`src/rtl/sync_fifo_param_if.sv`:
```
// sync_fifo_param_if: handshake and status bundle for sync_fifo_param.
// The producer/consumer side uses the master modport; the FIFO uses slave.
interface sync_fifo_param_if #(
    parameter int DATA_WIDTH = 8,
    parameter int ADDR_WIDTH = 2
);
    logic                  push;
    logic [DATA_WIDTH-1:0] push_data;
    logic                  pop;
    logic [DATA_WIDTH-1:0] pop_data;
    logic                  full;
    logic                  empty;
    logic                  almost_full;
    logic                  almost_empty;
    logic [ADDR_WIDTH:0]   count;
    logic                  clr_err;
    logic                  overflow;
    logic                  underflow;

    modport master (
        output push, push_data, pop, clr_err,
        input  pop_data, full, empty, almost_full, almost_empty, count,
               overflow, underflow
    );

    modport slave (
        input  push, push_data, pop, clr_err,
        output pop_data, full, empty, almost_full, almost_empty, count,
               overflow, underflow
    );
endinterface

```
`src/rtl/sync_fifo_param.sv`:
```
// sync_fifo_param: parametrised single-clock show-ahead FIFO with occupancy
// count and almost-full/almost-empty thresholds.
// Optional feature macro: SYNC_FIFO_ERR_FLAGS_EN enables the sticky
// overflow/underflow flags; without it both flags read 0 and clr_err is unused.
module sync_fifo_param #(
    parameter int DATA_WIDTH = 8,
    parameter int ADDR_WIDTH = 2,
    parameter int AF_LEVEL   = (1 << ADDR_WIDTH) - 1,
    parameter int AE_LEVEL   = 1
) (
    input  logic               clk,
    input  logic               rst,
    sync_fifo_param_if.slave   bus
);
    localparam int DEPTH = 1 << ADDR_WIDTH;
    localparam logic [ADDR_WIDTH:0] DEPTH_C = (ADDR_WIDTH+1)'(DEPTH);
    localparam logic [ADDR_WIDTH:0] AF_C    = (ADDR_WIDTH+1)'(AF_LEVEL);
    localparam logic [ADDR_WIDTH:0] AE_C    = (ADDR_WIDTH+1)'(AE_LEVEL);

    logic [DATA_WIDTH-1:0] mem [DEPTH];
    logic [ADDR_WIDTH-1:0] wptr;
    logic [ADDR_WIDTH-1:0] rptr;
    logic [ADDR_WIDTH:0]   count_q;
    logic                  full_w;
    logic                  empty_w;
    logic                  wr;
    logic                  rd;

    // Status is decoded from the count register alone, so every flag moves
    // on the same edge as count and never looks at this cycle's requests.
    assign full_w           = (count_q == DEPTH_C);
    assign empty_w          = (count_q == '0);
    assign bus.full         = full_w;
    assign bus.empty        = empty_w;
    assign bus.almost_full  = (count_q >= AF_C);
    assign bus.almost_empty = (count_q <= AE_C);
    assign bus.count        = count_q;

    // A push at full is dropped and a pop at empty is ignored; this also
    // resolves simultaneous push/pop at the two extremes.
    assign wr = bus.push & ~full_w;
    assign rd = bus.pop  & ~empty_w;

    // Show-ahead head word straight from the storage array.
    assign bus.pop_data = mem[rptr];

    // Storage write; no reset on the array, reset discards data by clearing pointers.
    always_ff @(posedge clk) begin
        if (wr) begin
            mem[wptr] <= bus.push_data;
        end
    end

    // Pointer and occupancy control; pointers wrap naturally at DEPTH.
    always_ff @(posedge clk) begin
        if (rst) begin
            wptr    <= '0;
            rptr    <= '0;
            count_q <= '0;
        end else begin
            if (wr) begin
                wptr <= wptr + 1'b1;
            end
            if (rd) begin
                rptr <= rptr + 1'b1;
            end
            case ({wr, rd})
                2'b10:   count_q <= count_q + 1'b1;
                2'b01:   count_q <= count_q - 1'b1;
                default: count_q <= count_q;
            endcase
        end
    end

`ifdef SYNC_FIFO_ERR_FLAGS_EN
    logic overflow_q;
    logic underflow_q;

    assign bus.overflow  = overflow_q;
    assign bus.underflow = underflow_q;

    // Sticky error capture; a new error event wins over a same-cycle clear.
    always_ff @(posedge clk) begin
        if (rst) begin
            overflow_q  <= 1'b0;
            underflow_q <= 1'b0;
        end else begin
            if (bus.push & full_w) begin
                overflow_q <= 1'b1;
            end else if (bus.clr_err) begin
                overflow_q <= 1'b0;
            end
            if (bus.pop & empty_w) begin
                underflow_q <= 1'b1;
            end else if (bus.clr_err) begin
                underflow_q <= 1'b0;
            end
        end
    end
`else
    logic unused_clr_err;

    // Error reporting compiled out: flags are constant, clear has no effect.
    assign bus.overflow  = 1'b0;
    assign bus.underflow = 1'b0;
    assign unused_clr_err = bus.clr_err;
`endif

endmodule

```
`src/flat_wrapper.sv`:
```
// flat-port wrapper written by rule: the top's interface ports become plain ports
module sync_fifo_param_flat 
#(
    parameter int DATA_WIDTH = 8,
    parameter int ADDR_WIDTH = 2,
    parameter int AF_LEVEL   = (1 << ADDR_WIDTH) - 1,
    parameter int AE_LEVEL   = 1
)
  (clk, rst, bus_push, bus_push_data, bus_pop, bus_clr_err, bus_pop_data, bus_full, bus_empty, bus_almost_full, bus_almost_empty, bus_count, bus_overflow, bus_underflow);
  sync_fifo_param_if #(.DATA_WIDTH(DATA_WIDTH), .ADDR_WIDTH(ADDR_WIDTH)) bus_i ();
  input  logic clk;
  input  logic rst;
  input wire logic [$bits(bus_i.push)-1:0] bus_push;
  input wire logic [$bits(bus_i.push_data)-1:0] bus_push_data;
  input wire logic [$bits(bus_i.pop)-1:0] bus_pop;
  input wire logic [$bits(bus_i.clr_err)-1:0] bus_clr_err;
  output wire logic [$bits(bus_i.pop_data)-1:0] bus_pop_data;
  output wire logic [$bits(bus_i.full)-1:0] bus_full;
  output wire logic [$bits(bus_i.empty)-1:0] bus_empty;
  output wire logic [$bits(bus_i.almost_full)-1:0] bus_almost_full;
  output wire logic [$bits(bus_i.almost_empty)-1:0] bus_almost_empty;
  output wire logic [$bits(bus_i.count)-1:0] bus_count;
  output wire logic [$bits(bus_i.overflow)-1:0] bus_overflow;
  output wire logic [$bits(bus_i.underflow)-1:0] bus_underflow;
  assign bus_i.push = bus_push;
  assign bus_i.push_data = bus_push_data;
  assign bus_i.pop = bus_pop;
  assign bus_i.clr_err = bus_clr_err;
  assign bus_pop_data = bus_i.pop_data;
  assign bus_full = bus_i.full;
  assign bus_empty = bus_i.empty;
  assign bus_almost_full = bus_i.almost_full;
  assign bus_almost_empty = bus_i.almost_empty;
  assign bus_count = bus_i.count;
  assign bus_overflow = bus_i.overflow;
  assign bus_underflow = bus_i.underflow;
  sync_fifo_param #(.DATA_WIDTH(DATA_WIDTH), .ADDR_WIDTH(ADDR_WIDTH), .AF_LEVEL(AF_LEVEL), .AE_LEVEL(AE_LEVEL)) u_core (.clk(clk), .rst(rst), .bus(bus_i));
endmodule
```
`config.mk`:
```
export PLATFORM = sky130hd
export DESIGN_NAME = sync_fifo_param_flat
export DESIGN_NICKNAME = d
export VERILOG_FILES = /design/src/rtl/sync_fifo_param_if.sv /design/src/rtl/sync_fifo_param.sv /design/src/flat_wrapper.sv
export SDC_FILE = /design/constraint.sdc
export NUM_CORES = 1
export LEC_CHECK = 0
export CAP_MARGIN = 10
export CORE_UTILIZATION = 51
export DETAILED_ROUTE_END_ITERATION = 10
export GPL_ROUTABILITY_DRIVEN = 0
export HOLD_SLACK_MARGIN = 0.02
export PLACE_DENSITY = 0.88
export SLEW_MARGIN = 20
export SYNTH_ARGS = -nofsm -noshare
export SYNTH_HDL_FRONTEND = slang
export SYNTH_SLANG_ARGS = --single-unit
```
`constraint.sdc`:
```
create_clock -name clk -period 2.4 [get_ports clk]
set_input_delay 0.48 -clock clk [delete_from_list [all_inputs] [get_ports clk]]
set_output_delay 0.48 -clock clk [all_outputs]
set_load 0.01 [all_outputs]
```
==> impl_metrics.ini <==
[timing]
max_freq_mhz = 440
rsz0062_at_grt = yes
min_period_ns = 2.27
slew_viol_final = 0
fin_crit_sh = 0.947
finalClockSkew_ns = 0.00568
final-setup-viol-count = 0
finalHoldViolCount = 0
holdWs_ns = 0.537

[grt]
grt_usage = 0.168
grt_pass1_wl_um = 4150
first_global_vias = 949
grt_antenna_before_repair = 0
grt_max_degree = 14
overflow = 0

[critical_path]
path_max_fanout = 5
cp.arrival_ns = 1.79
reg2reg_slack_ns = 0.56
start_kind = flop
crit_path_end_kind = output pin
reg2reg_depth = 8
path_class = reg -> out
cp_data_required_time_ns = 1.92

[routing]
post_drt_wl_per_cell_um = 14.6
drt-total-wl_um = 2640
first_pass_iters = 4
vias = 934
postRouteAntennaNets = 0
dr.first_iter.drc_count = 44
drc = 0
via_per_inst = 5.16

[clock_tree]
cts_tree = built
cts-buffers-inserted = 5
htree_levels = 2
clock_sinks = 41
cts.clk_slew.worst_paths_ns = 0.12
cts_root_buf = clkbuf_4
postCtsHoldBufs = 0
clk_path_buf_depth = 2
clock_latency_ns = 0.33

[yosys]
synth-seq-cells = 41
synth_cell_type_count = 26
yosys.area.top_type = edfxtp_1
yosys_warnings = 0
synth_cells = 105
synth_top_cell_area_share = 0.565
syn_area_per_cell_um2 = 16.2
syn_area_um2 = 1700
yosys-top-cells-area = edfxtp_1 56%, dfxtp_1 11%, mux4_2 11%, ha_1 6.6%, and2_2 2.2%
ys_seq_area_frac = 0.671

[power_and_ir_drop]
pwr-share-comb = 0.349
totalPowerFinal_uw = 1900
pwr-share-seq = 0.480
powerDensity_nw_per_um2 = 912
ir_drop_uv = 470
swShare = 0.298
power.internal_uw = 1340
p_switching_uw = 568
leakagePower_uw = 0.000803
p_clk_frac = 0.171

[final_layout]
final_cell_area_um2 = 2090
fin_nets = 158
drive_above_1_share = 0.182
antenna_cells = 0
area_growth_pct = 22.6
final_util = 0.673
stdcell_count = 181

[worst_hold_path]
hold_class = reg -> reg
min_delay_path_depth = 2

[placed_design]
dp_hpwl_um = 1860
placedInstanceArea_um2 = 2010
dp.cells = 173
port-buffer-count = 26

[die]
core-area_um2 = 3100
ios = 30
rows = 20
start_util = 0.548
die_area_um2 = 3570
die_x_um = 59.8
die_h_um = 59.8

[job]
maxCapViolCount = 0

[status]
status = complete, no violations
final cells by class:
type | instances | area, um2
sequential | 41 | 1140
tap | 44 | 55.1
clock inverter | 3 | 17.5
timing repair buffer | 28 | 299
fill | 222 | 1020
multi-input combinational | 53 | 510
inverter | 7 | 26.3
clock buffer | 5 | 37.5
registers in the layout, summed over array words and instances (netlist names), named ones only:
name / cells
u_core.wptr: 2
u_core.mem: 32
u_core.rptr: 2
u_core.bus.count: 3
synthesized netlist by cell type (all sizes together):
cell type  instances
a21boi             1
ha                 9
a31oi              1
nor2               9
or3                1
a211oi             1
conb               1
a21oi              3
xor2               2
inv                7
o21ai              3
mux4               8
clkbuf             1
edfxtp            32
buf                4
nor3b              1
nor3               1
nor2b              3
mux2i              1
xnor2              1
and2               5
mux2               1
dfxtp              9
placed cells by master (no fill, tap or decap), drive strengths merged, types with 2 or more instances in the layout:
cell,instances
conb,2
edfxtp,32
nor2,9
clkdlybuf4s50,18
inv,7
xor2,2
dfxtp,9
dlymetal6s2s,8
clkbuf,5
nor2b,3
buf,2
ha,9
mux4,8
clkinv,2
o21ai,3
a21oi,3
and2,5
power groups by stage:
stage	clock [uW]	combinational, uW	sequential, uW
detailed placement	0	675	931
global route	363	721	926
finish	326	664	913
CTS	334	683	915
global placement	0	654	923
floorplan	0	386	920
metrics by stage:
stage	setup TNS [ns]	setup WS (ns)
final	0	0.126
after global routing	-0.000757	-0.000757
after CTS	0	0.00324
after detailed placement	0	0.359
after global placement	0	0.394
after floorplan	0	0.490
path summary, 6_finish.rpt:
path | start | endpoint
worst max-delay path | u_core.bus.count[1] | bus_empty
worst min-delay path | u_core.rptr[0] | flop
worst max register to register | u_core.bus.count[0] | u_core.bus.count[2]
worst min register to register | u_core.rptr[0] | flop
timing repair:
| item | CTS | global route |
|---|---|---|
| endpoints found under the setup margin | 5 | 9 |
| setup buffers | 0 | 0 |
| resized for setup | 1 | 8 |
per-layer routing:
layer,track usage,wire (um)
met5,0,0
met4,0.0598,30
met3,0.0606,181
met2,0.313,1420
met1,0.171,1000
critical path, cell delays in order, from the launching register on:
cell and delay (ns):
dfxtp_1 0.35, inv_1 0.12, ha_1 0.21, nor2b_2 0.22
clkdlybuf4s50_1 0.56
logic make-up after synthesis:
group,synth area share
multiplexers,0.118
flip-flops,0.671
other,0.00220
XOR/XNOR,0.0154
adder cells (fa/ha/maj),0.0662
buffers and inverters,0.0316
AND/OR/NAND/NOR,0.0654
AO/OA/AOI/OAI,0.0301
Power figures use the tool's default switching activity.
